===== src/rtl/rh_axi4_vip_pkg.sv =====
// ---------------------------------------------------------------------------
// rh_axi4_vip -- shared types for the AXI4 write master.
//   rh_axi4_wcmd_t  : burst command  {addr, len, size, burst, id}
//   rh_axi4_wbeat_t : write beat     {data, strb}
//   rh_axi4_wrsp_t  : write response {id, resp}
//   RESP_*          : AXI response codes
//   rh_axi4_wstate_e: W engine states
// The struct widths follow the default module parameters. A master built
// with other widths gets matching struct types through its type parameters.
// ---------------------------------------------------------------------------
package rh_axi4_vip;

  localparam int RH_AXI4_AW = 32;
  localparam int RH_AXI4_DW = 32;
  localparam int RH_AXI4_IW = 4;

  localparam logic [1:0] RESP_OKAY   = 2'd0;
  localparam logic [1:0] RESP_EXOKAY = 2'd1;
  localparam logic [1:0] RESP_SLVERR = 2'd2;
  localparam logic [1:0] RESP_DECERR = 2'd3;

  typedef struct packed {
    logic [RH_AXI4_AW-1:0] addr;
    logic [7:0]            len;
    logic [2:0]            size;
    logic [1:0]            burst;
    logic [RH_AXI4_IW-1:0] id;
  } rh_axi4_wcmd_t;

  typedef struct packed {
    logic [RH_AXI4_DW-1:0]   data;
    logic [RH_AXI4_DW/8-1:0] strb;
  } rh_axi4_wbeat_t;

  typedef struct packed {
    logic [RH_AXI4_IW-1:0] id;
    logic [1:0]            resp;
  } rh_axi4_wrsp_t;

  typedef enum logic {
    W_IDLE  = 1'b0,
    W_BURST = 1'b1
  } rh_axi4_wstate_e;

  // A requested beat size can never exceed the bus width.
  function automatic logic [2:0] rh_axi4_clip_size(input logic [2:0] size,
                                                   input logic [2:0] max_size);
    return (size > max_size) ? max_size : size;
  endfunction

endpackage


===== src/rtl/rh_axi4_len_fifo.sv =====
// ---------------------------------------------------------------------------
// rh_axi4_len_fifo -- small in-order queue of burst lengths handed from the
// AW side to the W engine.
//   ACLK, ARESETN : clock, async active-low reset
//   push, din     : write an entry (ignored when full)
//   pop, dout     : read the head entry (dout valid while !empty)
//   full, empty   : occupancy flags
// ---------------------------------------------------------------------------
module rh_axi4_len_fifo #(
  parameter int WIDTH = 8,
  parameter int DEPTH = 4
) (
  input  logic             ACLK,
  input  logic             ARESETN,
  input  logic             push,
  input  logic [WIDTH-1:0] din,
  input  logic             pop,
  output logic [WIDTH-1:0] dout,
  output logic             full,
  output logic             empty
);

  localparam int PW = (DEPTH > 1) ? $clog2(DEPTH) : 1;
  localparam int CW = $clog2(DEPTH + 1);

  logic [WIDTH-1:0] mem [DEPTH];
  logic [PW-1:0]    wptr;
  logic [PW-1:0]    rptr;
  logic [CW-1:0]    count;
  logic             do_push;
  logic             do_pop;

  assign full    = (count == CW'(DEPTH));
  assign empty   = (count == '0);
  assign do_push = push && !full;
  assign do_pop  = pop && !empty;
  assign dout    = mem[rptr];

  // Storage needs no reset; only pointers and count define validity.
  always_ff @(posedge ACLK) begin
    if (do_push) mem[wptr] <= din;
  end

  // Pointers wrap explicitly so DEPTH need not be a power of two.
  always_ff @(posedge ACLK or negedge ARESETN) begin
    if (!ARESETN) begin
      wptr  <= '0;
      rptr  <= '0;
      count <= '0;
    end else begin
      if (do_push) wptr <= (wptr == PW'(DEPTH - 1)) ? '0 : wptr + 1'b1;
      if (do_pop)  rptr <= (rptr == PW'(DEPTH - 1)) ? '0 : rptr + 1'b1;
      case ({do_push, do_pop})
        2'b10:   count <= count + 1'b1;
        2'b01:   count <= count - 1'b1;
        default: count <= count;
      endcase
    end
  end

endmodule


===== src/rtl/rh_axi4_wr_master.sv =====
// ---------------------------------------------------------------------------
// rh_axi4_wr_master -- AXI4 write master. Turns a command stream and a beat
// stream into AW/W bursts and forwards B responses.
//   ACLK, ARESETN         : clock, async active-low reset
//   cmd_valid/ready, cmd  : burst commands (addr, len, size, burst, id)
//   wd_valid/ready, wd    : write beats (data, strb)
//   rsp_valid/ready, rsp  : write responses (id, resp)
//   AW*, W*, B*           : AXI4 write channels
// cmd_t/beat_t/rsp_t must match AW/DW/IW; the defaults match the defaults.
// ---------------------------------------------------------------------------
module rh_axi4_wr_master
  import rh_axi4_vip::*;
#(
  parameter int  AW       = 32,
  parameter int  DW       = 32,
  parameter int  IW       = 4,
  parameter int  MAX_OUTS = 4,
  parameter type cmd_t    = rh_axi4_wcmd_t,
  parameter type beat_t   = rh_axi4_wbeat_t,
  parameter type rsp_t    = rh_axi4_wrsp_t
) (
  input  logic          ACLK,
  input  logic          ARESETN,
  input  logic          cmd_valid,
  output logic          cmd_ready,
  input  cmd_t          cmd,
  input  logic          wd_valid,
  output logic          wd_ready,
  input  beat_t         wd,
  output logic          rsp_valid,
  input  logic          rsp_ready,
  output rsp_t          rsp,
  output logic          AWVALID,
  input  logic          AWREADY,
  output logic [AW-1:0] AWADDR,
  output logic [7:0]    AWLEN,
  output logic [2:0]    AWSIZE,
  output logic [1:0]    AWBURST,
  output logic [IW-1:0] AWID,
  output logic          WVALID,
  input  logic          WREADY,
  output logic [DW-1:0] WDATA,
  output logic [DW/8-1:0] WSTRB,
  output logic          WLAST,
  input  logic          BVALID,
  output logic          BREADY,
  input  logic [IW-1:0] BID,
  input  logic [1:0]    BRESP
);

  localparam logic [2:0] MAX_SIZE = 3'($clog2(DW / 8));
  localparam int         OW       = $clog2(MAX_OUTS + 1);

  logic            run;
  logic [OW-1:0]   outs;
  logic            cmd_acc;
  logic            b_hs;
  logic            q_full;
  logic            q_empty;
  logic            q_pop;
  logic [7:0]      q_dout;
  logic            w_acc;
  logic            last_acc;
  logic [7:0]      beat_cnt;
  logic [7:0]      cur_len;
  rh_axi4_wstate_e state;
  rh_axi4_wstate_e state_nxt;

  assign cmd_ready = run && (!AWVALID || AWREADY) && (outs < OW'(MAX_OUTS)) && !q_full;
  assign cmd_acc   = cmd_valid && cmd_ready;
  assign BREADY    = run && (!rsp_valid || rsp_ready);
  assign b_hs      = BVALID && BREADY;

  // Holds the handshake readies low until the first edge after reset release.
  always_ff @(posedge ACLK or negedge ARESETN) begin
    if (!ARESETN) run <= 1'b0;
    else          run <= 1'b1;
  end

  // Outstanding bursts; a B with nothing outstanding is forwarded but the
  // count stays at zero.
  always_ff @(posedge ACLK or negedge ARESETN) begin
    if (!ARESETN) begin
      outs <= '0;
    end else if (cmd_acc && !b_hs) begin
      outs <= outs + 1'b1;
    end else if (!cmd_acc && b_hs && (outs != '0)) begin
      outs <= outs - 1'b1;
    end
  end

  // AW stage: a single register slice, payload frozen while stalled.
  always_ff @(posedge ACLK or negedge ARESETN) begin
    if (!ARESETN) begin
      AWVALID <= 1'b0;
      AWADDR  <= '0;
      AWLEN   <= '0;
      AWSIZE  <= '0;
      AWBURST <= '0;
      AWID    <= '0;
    end else if (cmd_acc) begin
      AWVALID <= 1'b1;
      AWADDR  <= cmd.addr;
      AWLEN   <= cmd.len;
      AWSIZE  <= rh_axi4_clip_size(cmd.size, MAX_SIZE);
      AWBURST <= cmd.burst;
      AWID    <= cmd.id;
    end else if (AWREADY) begin
      AWVALID <= 1'b0;
    end
  end

  rh_axi4_len_fifo #(
    .WIDTH (8),
    .DEPTH (MAX_OUTS)
  ) u_len_fifo (
    .ACLK    (ACLK),
    .ARESETN (ARESETN),
    .push    (cmd_acc),
    .din     (cmd.len),
    .pop     (q_pop),
    .dout    (q_dout),
    .full    (q_full),
    .empty   (q_empty)
  );

  always_ff @(posedge ACLK or negedge ARESETN) begin
    if (!ARESETN) state <= W_IDLE;
    else          state <= state_nxt;
  end

  // W engine. On the last beat of a burst the next length is popped
  // directly so consecutive bursts stream without a gap.
  always_comb begin
    state_nxt = state;
    wd_ready  = 1'b0;
    q_pop     = 1'b0;
    w_acc     = 1'b0;
    last_acc  = 1'b0;
    case (state)
      W_IDLE: begin
        if (!q_empty) begin
          q_pop     = 1'b1;
          state_nxt = W_BURST;
        end
      end
      W_BURST: begin
        wd_ready = !WVALID || WREADY;
        w_acc    = wd_valid && wd_ready;
        last_acc = w_acc && (beat_cnt == cur_len);
        if (last_acc) begin
          if (!q_empty) q_pop = 1'b1;
          else          state_nxt = W_IDLE;
        end
      end
      default: state_nxt = W_IDLE;
    endcase
  end

  always_ff @(posedge ACLK or negedge ARESETN) begin
    if (!ARESETN) begin
      beat_cnt <= '0;
      cur_len  <= '0;
    end else if (q_pop) begin
      beat_cnt <= '0;
      cur_len  <= q_dout;
    end else if (w_acc) begin
      beat_cnt <= beat_cnt + 1'b1;
    end
  end

  // W output register; holds the beat until the slave takes it.
  always_ff @(posedge ACLK or negedge ARESETN) begin
    if (!ARESETN) begin
      WVALID <= 1'b0;
      WDATA  <= '0;
      WSTRB  <= '0;
      WLAST  <= 1'b0;
    end else if (w_acc) begin
      WVALID <= 1'b1;
      WDATA  <= wd.data;
      WSTRB  <= wd.strb;
      WLAST  <= (beat_cnt == cur_len);
    end else if (WREADY) begin
      WVALID <= 1'b0;
      WLAST  <= 1'b0;
    end
  end

  // B response slice.
  always_ff @(posedge ACLK or negedge ARESETN) begin
    if (!ARESETN) begin
      rsp_valid <= 1'b0;
      rsp       <= '0;
    end else if (b_hs) begin
      rsp_valid <= 1'b1;
      rsp.id    <= BID;
      rsp.resp  <= BRESP;
    end else if (rsp_ready) begin
      rsp_valid <= 1'b0;
    end
  end

endmodule

===== config.mk =====
export PLATFORM = sky130hd
export DESIGN_NAME = rh_axi4_wr_master
export DESIGN_NICKNAME = d
export VERILOG_FILES = /design/src/rtl/rh_axi4_vip_pkg.sv /design/src/rtl/rh_axi4_len_fifo.sv /design/src/rtl/rh_axi4_wr_master.sv
export SDC_FILE = /design/constraint.sdc
export NUM_CORES = 1
export LEC_CHECK = 0
export CAP_MARGIN = 40
export CORE_ASPECT_RATIO = 1.1
export CORE_MARGIN = 1.5
export CORE_UTILIZATION = 50
export CTS_BUF_LIST = sky130_fd_sc_hd__clkbuf_8 sky130_fd_sc_hd__clkbuf_16
export CTS_CLUSTER_SIZE = 28
export DETAILED_ROUTE_END_ITERATION = 10
export HOLD_SLACK_MARGIN = 0.08
export PLACE_DENSITY_LB_ADDON = 0.1
export SYNTH_ARGS = -nofsm -noshare
export SYNTH_HDL_FRONTEND = slang
export SYNTH_SLANG_ARGS = --single-unit

===== constraint.sdc =====
create_clock -name ACLK -period 5.04 [get_ports ACLK]
set_input_delay 1.008 -clock ACLK [delete_from_list [all_inputs] [get_ports ACLK]]
set_output_delay 1.008 -clock ACLK [all_outputs]
set_load 0.01 [all_outputs]

==> results.tsv, run 1 <==
stage	metric	value	unit
status	status	finished clean	
synth	synthesis.area_per_instance	12.9	sq um
setup_path	cp_max_fo	4	
sta	final.setup.tns	0	ns
setup_path	crit_slowest_cell	sky130_fd_sc_hd__clkdlybuf4s50_1	
sta	finalHoldViolations	0	
die	row_count	42	
sta	grt_setup_unrepaired	false	
power_and_ir_drop	power.combinational.fraction	0.300	
finish	diodes	0	
job	drv_cap	0	
global_routing	number_of_antenna_violations_at_the_first_check_in_global_routing	0	
die	io_pins	197	
synth	synth.ff_latch_count	155	
placement	dpl.hpwl	9860	um
finish	ff_latch_area	4040	sq um
setup_path	path_cells	clkdlybuf4s50_1 -> or2b_2 -> and2_1 -> clkdlybuf4s50_1	
die	initial_core_util	0.514	
finish	finish.utilization	0.743	
global_routing	grt.overflow.total	0	
power_and_ir_drop	p_leak	3.96	nW
cts	cts.root.buffer_cell	sky130_fd_sc_hd__clkbuf_16	
cts	clk_latency	0.41	ns
global_routing	grt_pass1_wl	21800	um
power_and_ir_drop	seq_power_share	0.406	
placement	place_congestion	0.740	
route	wl_per_cell	16.3	um
cts	number_of_setup_buffers_added_after_cts	0	
setup_path	start_kind	input port	
route	detail_route.vias_per_cell	5.07	
finish	final_layout_net_count	790	
die	core_region_area	12000	sq um
setup_path	crit_path_most_repeated_cell	sky130_fd_sc_hd__clkdlybuf4s50_1	
power_and_ir_drop	worst_ir_drop_vdd	0.000315	V
finish	multi_input_comb_area	2030	sq um
sta	finalCritPeriodShare	0.682	
global_routing	grt_pass1_vias	4542	
synth	synth_edf_count	32	
synth	ys_seq_area_frac	0.653	
power_and_ir_drop	net-switching-power	1.27	mW
die	die_width	109	um
power_and_ir_drop	intPower	3.33	mW
cts	tritoncts	yes	
route	antenna_left	0	
setup_path	worstSetupEndpointType	output port	
power_and_ir_drop	clkPwrFrac	0.294	
route	initialDrtViolationCount	199	
power_and_ir_drop	power.density	514	nW/um^2
global_routing	fraction_of_met2_tracks_used_by_global_routing	0.375	
global_routing	grt_use_met1	0.258	
placement	portBuffers	196	
setup_path	crit_required	4.03	ns
die	die_height	120	um
cts	htree_levels	4	
route	dr.pass1.iters	4	
setup_path	critPathTopFamily	buffers and inverters	
synth	yosysWarnings	0	
route	postRouteWirelength	13800	um
finish	final_common_cell	sky130_fd_sc_hd__clkdlybuf4s50_1	
global_routing	grt_busiest_layer	met2	
synth	synth.net_count	588	
sta	fin_skew	0.00874	ns
setup_path	critPathBufInv	2	
synth	asyncSetResetFlopFracSynth	0.794	
synth	postSynthCellCount	480	
synth	netlist_area	6190	sq um
sta	fmax	291	MHz
cts	cts-buffers-inserted	17	
cts	cts.reportedPaths.clkPinSlew	0.06	ns
sta	finalCriticalPeriod	3.44	ns
setup_path	critical_path_class	input port to output port	
global_routing	grt_util_met3	0.0717	
power_and_ir_drop	share_of_total_power_consumed_by_net_switching	0.276	
finish	layout.filler_cells	827	
finish	layout.cells.most_common_list	sky130_fd_sc_hd__clkdlybuf4s50_1 (195), sky130_fd_sc_hd__nand2_1 (139), sky130_fd_sc_hd__dfrtp_1 (123), sky130_fd_sc_hd__mux2_2 (56), sky130_fd_sc_hd__edfxtp_1 (32)	
min_path	holdCritPathClass	flip-flop to flip-flop	
sta	finalSetupViolations	0	
route	drc_violation_count_after_routing	0	
sta	slew_violations	0	
synth	dominantRegCellSynth	sky130_fd_sc_hd__dfrtp_1	
die	die_area	13100	sq um
global_routing	grt_start_max_net_pins	45	
sta	slew-limit-headroom	0.525	
cts	clockBufferDepth	2	
route	route.vias.total	4305	
sta	worst_pin_slew	0.711	ns
setup_path	crit_path_largest_cell_delay	0.47	ns
cts	hold_buffer_count_at_cts	0	
cts	sinks_on_clock_net	155	
finish	drive_above_1_share	0.153	
synth	yosys.cell_types.count	39	
cts	post_cts_resized	0	
global_routing	grt_util_overall	0.222	
setup_path	data_arrival_time_of_the_critical_path	2.43	ns
finish	area_growth_syn_to_layout	44.5	%
## cell type report
type	instances	area share
flip-flops and latches	155	0.452
well taps	154	0.0215
clock buffers	19	0.0519
multi-input cells	297	0.226
inverters	8	0.00336
clock inverters	13	0.0193
repair buffers	203	0.226
## worst min-delay path, stage by stage, from the launching register on
cell	delay, ns
sky130_fd_sc_hd__dfrtp_1	0.34
sky130_fd_sc_hd__nand2_1	0.05
sky130_fd_sc_hd__nand2_1	0.06
## per-layer routing
metal | vias up | wire [um]
met5 | - | 0
met4 | 0 | 393
met3 | 31 | 1030
met2 | 175 | 7030
met1 | 2083 | 5340
li1 | 2016 | -
## sequential cells by signal (all words and copies together) (netlist names), 2 cells and up
name / cells
WSTRB: 4
AWBURST: 2
outs: 3
AWSIZE: 3
u_len_fifo.wptr: 2
AWADDR: 32
u_len_fifo.mem: 32
u_len_fifo.count: 3
WDATA: 32
u_len_fifo.rptr: 2
beat_cnt: 8
AWID: 4
cur_len: 8
AWLEN: 8
rsp: 6
## synthesized netlist by cell type (2+ instances only)
library cell,number,share of area
sky130_fd_sc_hd__o21ai_0,7,0.0057
sky130_fd_sc_hd__clkbuf_2,2,0.0016
sky130_fd_sc_hd__edfxtp_1,32,0.16
sky130_fd_sc_hd__nand4_1,5,0.0051
sky130_fd_sc_hd__buf_1,2,0.0012
sky130_fd_sc_hd__mux2_2,56,0.10
sky130_fd_sc_hd__and3_1,9,0.0091
sky130_fd_sc_hd__dfrtp_1,123,0.50
sky130_fd_sc_hd__o21a_1,2,0.0024
sky130_fd_sc_hd__nor2_1,16,0.0097
sky130_fd_sc_hd__and2_1,3,0.0030
sky130_fd_sc_hd__nand2_1,139,0.084
sky130_fd_sc_hd__xor2_1,12,0.017
sky130_fd_sc_hd__clkbuf_1,8,0.0049
sky130_fd_sc_hd__a21oi_1,5,0.0040
sky130_fd_sc_hd__mux4_2,8,0.029
sky130_fd_sc_hd__fa_1,2,0.0065
sky130_fd_sc_hd__xnor2_1,6,0.0085
sky130_fd_sc_hd__ha_1,7,0.014
sky130_fd_sc_hd__buf_2,7,0.0057
sky130_fd_sc_hd__nand2b_1,2,0.0020
sky130_fd_sc_hd__inv_1,8,0.0049
sky130_fd_sc_hd__nor3_1,2,0.0016
sky130_fd_sc_hd__nand3_1,2,0.0016
## metrics by stage
| step | power, mW | hold WS (ns) | cells | area [sq um] | setup slack [ns] |
|---|---|---|---|---|---|
| global route | 4.84 | 0.494 | 849 | 8940 | 1.52 |
| CTS | 4.64 | 0.476 | 849 | 8940 | 1.60 |
| detailed placement | 3.27 | 0.461 | 817 | 8310 | 1.57 |
| floorplan | 2.52 | 0.455 | 480 | 6190 | 2.10 |
| finish | 4.59 | 0.475 | 849 | 8940 | 1.60 |
| global placement | 3.21 | 0.457 | 816 | 8290 | 1.63 |
## final timing paths
check,from,to,slack (ns),depth (start not counted)
max in group asynchronous,ARESETN,AWADDR[25],3.53,2
hold / removal,WDATA[14],WDATA[14],0.47,2
setup reg to reg,u_len_fifo.count[0],u_len_fifo.count[2],2.45,9
hold reg to reg,WDATA[14],WDATA[14],0.47,2
setup / recovery,WREADY,wd_ready,1.60,4
min in group asynchronous,ARESETN,beat_cnt[5],0.57,1
## cells by family after synthesis
logic type | synth area share
simple gates | 0.126
flops | 0.653
mux | 0.135
buf+inv | 0.0200
compound gates | 0.0196
xor+xnor | 0.0255
fa+ha+maj | 0.0206
other cells | 0.000606
## power by group through the flow
stage / clock network (mW) / registers [mW] / logic [mW]
after floorplan: 0 / 1.94 / 0.572
after global placement: 0 / 1.86 / 1.34
after detailed placement: 0 / 1.89 / 1.38
after CTS: 1.37 / 1.87 / 1.40
after global routing: 1.43 / 1.92 / 1.49
final: 1.35 / 1.87 / 1.38
(Power assumes the default switching activity.)
==> run 2: changes to the inputs <==
--- a/config.mk
+++ b/config.mk
@@ -8,7 +8,7 @@
 export CAP_MARGIN = 40
 export CORE_ASPECT_RATIO = 1.1
 export CORE_MARGIN = 1.5
-export CORE_UTILIZATION = 50
+export CORE_UTILIZATION = 42
 export CTS_BUF_LIST = sky130_fd_sc_hd__clkbuf_8 sky130_fd_sc_hd__clkbuf_16
 export CTS_CLUSTER_SIZE = 28
 export DETAILED_ROUTE_END_ITERATION = 10
==> constraint.sdc (replaced) <==
create_clock -name ACLK -period 3 [get_ports ACLK]
set_input_delay 0.6 -clock ACLK [delete_from_list [all_inputs] [get_ports ACLK]]
set_output_delay 0.6 -clock ACLK [all_outputs]
set_load 0.01 [all_outputs]
==> run 2 against run 1 <==
Compared with the run above:
- combinational power grew 66%
- global-route usage fell by 4.2 points
- largest cell class unchanged
- flip-flop and latch count unchanged
- clock power is 67% higher
- critical path type is now flip-flop to output port
- highest routed layer unchanged
==> results.tsv, run 2 (synthesis results as in run 1) <==
stage	metric	value	unit
cts	htree_levels	4	
finish	drive_above_1_share	0.160	
finish	multi_input_comb_area	2030	sq um
global_routing	grt.overflow.total	0	
cts	sinks_on_clock_net	155	
die	die_area	15500	sq um
global_routing	grt_pass1_vias	4287	
setup_path	crit_required	2.40	ns
die	io_pins	197	
global_routing	number_of_antenna_violations_at_the_first_check_in_global_routing	0	
sta	grt_setup_unrepaired	false	
finish	ff_latch_area	4040	sq um
finish	layout.cells.most_common_list	sky130_fd_sc_hd__clkdlybuf4s50_1 (195), sky130_fd_sc_hd__nand2_1 (139), sky130_fd_sc_hd__dfrtp_1 (123), sky130_fd_sc_hd__mux2_2 (56), sky130_fd_sc_hd__edfxtp_1 (32)	
cts	hold_buffer_count_at_cts	0	
global_routing	grt_util_overall	0.179	
setup_path	start_kind	flip-flop	
sta	fmax	374	MHz
sta	final.setup.tns	0	ns
finish	layout.filler_cells	1127	
cts	cts-buffers-inserted	17	
sta	fin_skew	0.00721	ns
finish	final_layout_net_count	793	
cts	tritoncts	yes	
status	status	finished clean	
sta	slew_violations	0	
min_path	holdCritPathClass	input port to asynchronous set/reset pin	
finish	layout_top_registers	AWADDR: 32 flops, WDATA: 32 flops, u_len_fifo.mem: 32 flops	
route	initialDrtViolationCount	176	
cts	cts.reportedPaths.clkPinSlew	0.06	ns
cts	post_cts_resized	0	
route	antenna_left	0	
sta	finalHoldViolations	0	
job	drv_cap	0	
setup_path	worstSetupEndpointType	output port	
sta	slew-limit-headroom	0.564	
cts	number_of_setup_buffers_added_after_cts	0	
sta	worst_pin_slew	0.654	ns
route	dr.pass1.iters	4	
sta	finalCriticalPeriod	2.67	ns
finish	diodes	0	
route	postRouteWirelength	13500	um
setup_path	data_arrival_time_of_the_critical_path	2.07	ns
power_and_ir_drop	power.density	853	nW/um^2
sta	finalCritPeriodShare	0.891	
global_routing	grt_start_max_net_pins	50	
setup_path	cp_max_fo	6	
finish	area_growth_syn_to_layout	45.5	%
finish	final_common_cell	sky130_fd_sc_hd__clkdlybuf4s50_1	
die	die_width	119	um
route	detail_route.vias_per_cell	4.74	
placement	place_congestion	0.746	
route	wl_per_cell	15.2	um
power_and_ir_drop	worst_ir_drop_vdd	0.000448	V
placement	portBuffers	196	
die	row_count	46	
route	drc_violation_count_after_routing	0	
cts	clockBufferDepth	2	
power_and_ir_drop	p_leak	3.96	nW
global_routing	grt_pass1_wl	21400	um
placement	dpl.hpwl	9650	um
die	die_height	130	um
die	initial_core_util	0.430	
sta	finalSetupViolations	0	
cts	cts.root.buffer_cell	sky130_fd_sc_hd__clkbuf_16	
setup_path	critical_path_class	flip-flop to output port	
cts	clk_latency	0.43	ns
die	core_region_area	14400	sq um
finish	finish.utilization	0.626	
route	route.vias.total	4216	
==> run 2: changes by cell type in the layout (fill, tap and decap cells not counted), sizes merged <==
cell / delta
buf: +3
clkinvlp: +2
clkbuf: -2
inv: -2
clkinv: +2
==> run 2: path summary, 6_finish.rpt <==
path / slack [ns] / startpoint / end / cells after the start
hold / removal: 0.20 / ARESETN / WDATA[11] / 1
setup / recovery: 0.33 / u_len_fifo.count[0] / cmd_ready / 3
min in group ACLK: 0.47 / WDATA[18] / WDATA[18] / 2
max in group asynchronous: 2.10 / ARESETN / AWADDR[7] / 2
hold reg to reg: 0.47 / WDATA[18] / WDATA[18] / 2
setup reg to reg: 0.62 / beat_cnt[1] / u_len_fifo.count[2] / 10
==> run 2: layer usage <==
metal | GRT usage | up-vias | wire, um
li1 | - | 2026 | -
met1 | 0.213 | 2037 | 5590
met5 | 0 | - | 0
met4 | 0.0659 | 0 | 237
met3 | 0.0704 | 20 | 901
met2 | 0.299 | 133 | 6810
==> run 2: final cells by class <==
type,instances,area share
well taps,192,0.0267
clock inverters,15,0.0220
multi-input cells,297,0.225
repair buffers,206,0.227
flip-flops and latches,155,0.449
clock buffers,17,0.0472
inverters,8,0.00333
==> run 2: stage by stage <==
| step | area [sq um] | total power, mW | std cells | setup slack [ns] | hold slack [ns] |
|---|---|---|---|---|---|
| final | 9000 | 7.68 | 890 | 0.328 | 0.198 |
| after global placement | 8380 | 5.40 | 858 | 0.239 | 0.458 |
| after floorplan | 6190 | 4.23 | 480 | 0.465 | 0.304 |
| after global routing | 9000 | 8.09 | 890 | 0.251 | 0.247 |
| after CTS | 9000 | 7.78 | 890 | 0.317 | 0.213 |
| after detailed placement | 8380 | 5.49 | 858 | 0.184 | 0.461 |
==> run 2: worst max-delay path: stages (launching register included) <==
cell                              delay [ns]
sky130_fd_sc_hd__dfrtp_1                0.41
sky130_fd_sc_hd__or3b_1                 0.45
sky130_fd_sc_hd__and3_1                 0.27
sky130_fd_sc_hd__clkdlybuf4s50_1        0.51
==> run 2: power by group <==
part           switching [mW]  internal (mW)  total [mW]
clock                   0.853           1.39        2.25
combinational           0.884           1.41        2.29
sequential              0.413           2.72        3.14
total                    2.15           5.53        7.68
==> variant (config.mk and constraints of run 2) <==
Make the reset (`ARESETN`) synchronous in 8 clocked blocks. Comments in the files are not updated.
--- a/src/rtl/rh_axi4_len_fifo.sv
+++ b/src/rtl/rh_axi4_len_fifo.sv
@@ -42,7 +42,7 @@
   end
 
   // Pointers wrap explicitly so DEPTH need not be a power of two.
-  always_ff @(posedge ACLK or negedge ARESETN) begin
+  always_ff @(posedge ACLK) begin
     if (!ARESETN) begin
       wptr  <= '0;
       rptr  <= '0;
--- a/src/rtl/rh_axi4_wr_master.sv
+++ b/src/rtl/rh_axi4_wr_master.sv
@@ -72,14 +72,14 @@
   assign b_hs      = BVALID && BREADY;
 
   // Holds the handshake readies low until the first edge after reset release.
-  always_ff @(posedge ACLK or negedge ARESETN) begin
+  always_ff @(posedge ACLK) begin
     if (!ARESETN) run <= 1'b0;
     else          run <= 1'b1;
   end
 
   // Outstanding bursts; a B with nothing outstanding is forwarded but the
   // count stays at zero.
-  always_ff @(posedge ACLK or negedge ARESETN) begin
+  always_ff @(posedge ACLK) begin
     if (!ARESETN) begin
       outs <= '0;
     end else if (cmd_acc && !b_hs) begin
@@ -90,7 +90,7 @@
   end
 
   // AW stage: a single register slice, payload frozen while stalled.
-  always_ff @(posedge ACLK or negedge ARESETN) begin
+  always_ff @(posedge ACLK) begin
     if (!ARESETN) begin
       AWVALID <= 1'b0;
       AWADDR  <= '0;
@@ -124,7 +124,7 @@
     .empty   (q_empty)
   );
 
-  always_ff @(posedge ACLK or negedge ARESETN) begin
+  always_ff @(posedge ACLK) begin
     if (!ARESETN) state <= W_IDLE;
     else          state <= state_nxt;
   end
@@ -157,7 +157,7 @@
     endcase
   end
 
-  always_ff @(posedge ACLK or negedge ARESETN) begin
+  always_ff @(posedge ACLK) begin
     if (!ARESETN) begin
       beat_cnt <= '0;
       cur_len  <= '0;
@@ -170,7 +170,7 @@
   end
 
   // W output register; holds the beat until the slave takes it.
-  always_ff @(posedge ACLK or negedge ARESETN) begin
+  always_ff @(posedge ACLK) begin
     if (!ARESETN) begin
       WVALID <= 1'b0;
       WDATA  <= '0;
@@ -188,7 +188,7 @@
   end
 
   // B response slice.
-  always_ff @(posedge ACLK or negedge ARESETN) begin
+  always_ff @(posedge ACLK) begin
     if (!ARESETN) begin
       rsp_valid <= 1'b0;
       rsp       <= '0;
Function: differs if ARESETN is asserted again (counterexample within 4 cycles, from zero or initial values and one cycle with ARESETN low); with ARESETN held inactive, the same outputs for 10 cycles.
==> variant against run 2 <==
Design area down 2.3%. First-iteration DRC count down 14%. Largest cell class unchanged. Synthesized area is 2.0% lower. Sequential cell count stayed put. Critical path type is now in2reg. Routed wire length is 0.14% higher. Die area is 2.0% lower. Setup slack worse by 24 ps. Total power down 20%.
==> variant: results (changes against run 2) <==
- CP max FO: 2 (-4)
- Placed cells: 965 (+12%)
- Crit path largest cell delay: 460 ps (-50 ps)
- Global-route wire length before repair: 22.5 mm (+5.2%)
- GR Util met3: 0.0550 (-0.0153)
- Clk_lat worst skew: 410 ps (-20 ps)
- Vias in the first global route: 4,722 (+10%)
- Layout Nets: 904 (+14%)
- Detailed Route Iter0 Violations: 151 (-14%)
- Detail Route met3 WL: 742 microns (-18%)
- RR Startpoint: beat_cnt[7]
- Area after DPL: 0.00821 sq mm (-2.1%)
- Ys flop type: dfxtp_1
- Status: completed
- Met2 WL post-DR: 6.98 mm (+2.5%)
- Sequential area share after synthesis: 0.564 (-0.0882)
- Core Rows: 45 (-2.2%)
- M2 GR Usage: 0.335 (+0.0364)
- Static leakage: 3.13 nW (-21%)
- R2r endpoint: u_len_fifo.count[2]
- GP Congestion: 0.751 (+0.55%)
- Syn Nets: 714 (+21%)
- GRT Overall Usage: 0.186 (+0.00706)
- Met1 Use GR: 0.212 (-0.00131)
- Share of cells above drive strength 1: 0.0643 (-0.0962)
- Hold Slack: 462 ps (+264 ps)
- Max transition margin: 0.559 (-0.00515)
- Reg2Reg Setup Slack: 470 ps (-150 ps)
- Largest cells by area after synthesis: dfxtp_1 41%, edfxtp_1 16%, nand2_1 12%
[variant: kinds of logic after synthesis]
family,share of synthesized area
AND/OR/NAND/NOR,0.179
flip-flops,0.564
AO/OA/AOI/OAI,0.122
buffers and inverters,0.0291
multiplexers,0.0578
XOR/XNOR,0.0260
adder cells (fa/ha/maj),0.0210
[variant: layout make-up]
class                           count  area (sq um)
Inverter                            8          30.0
Timing Repair Buffer              207          2050
Sequential cell                   155          3420
Multi-Input combinational cell    407          2460
Tap cell                          188           235
Clock buffer                       22           494
Fill cell                        1193          5160
Clock inverter                     10          98.8
[variant: how the worst max path moves through the flow]
stage                 from                   to  slack [ps]  cells past startpoint
floorplan           WREADY  u_len_fifo.count[2]         270                     10
global placement    WREADY  u_len_fifo.count[2]          40                     11
detailed placement  WREADY  u_len_fifo.count[2]        -140                     11
CTS                 WREADY  u_len_fifo.count[2]         300                     11
global route        WREADY  u_len_fifo.count[2]         210                     11
finish              WREADY  u_len_fifo.count[2]         300                     11
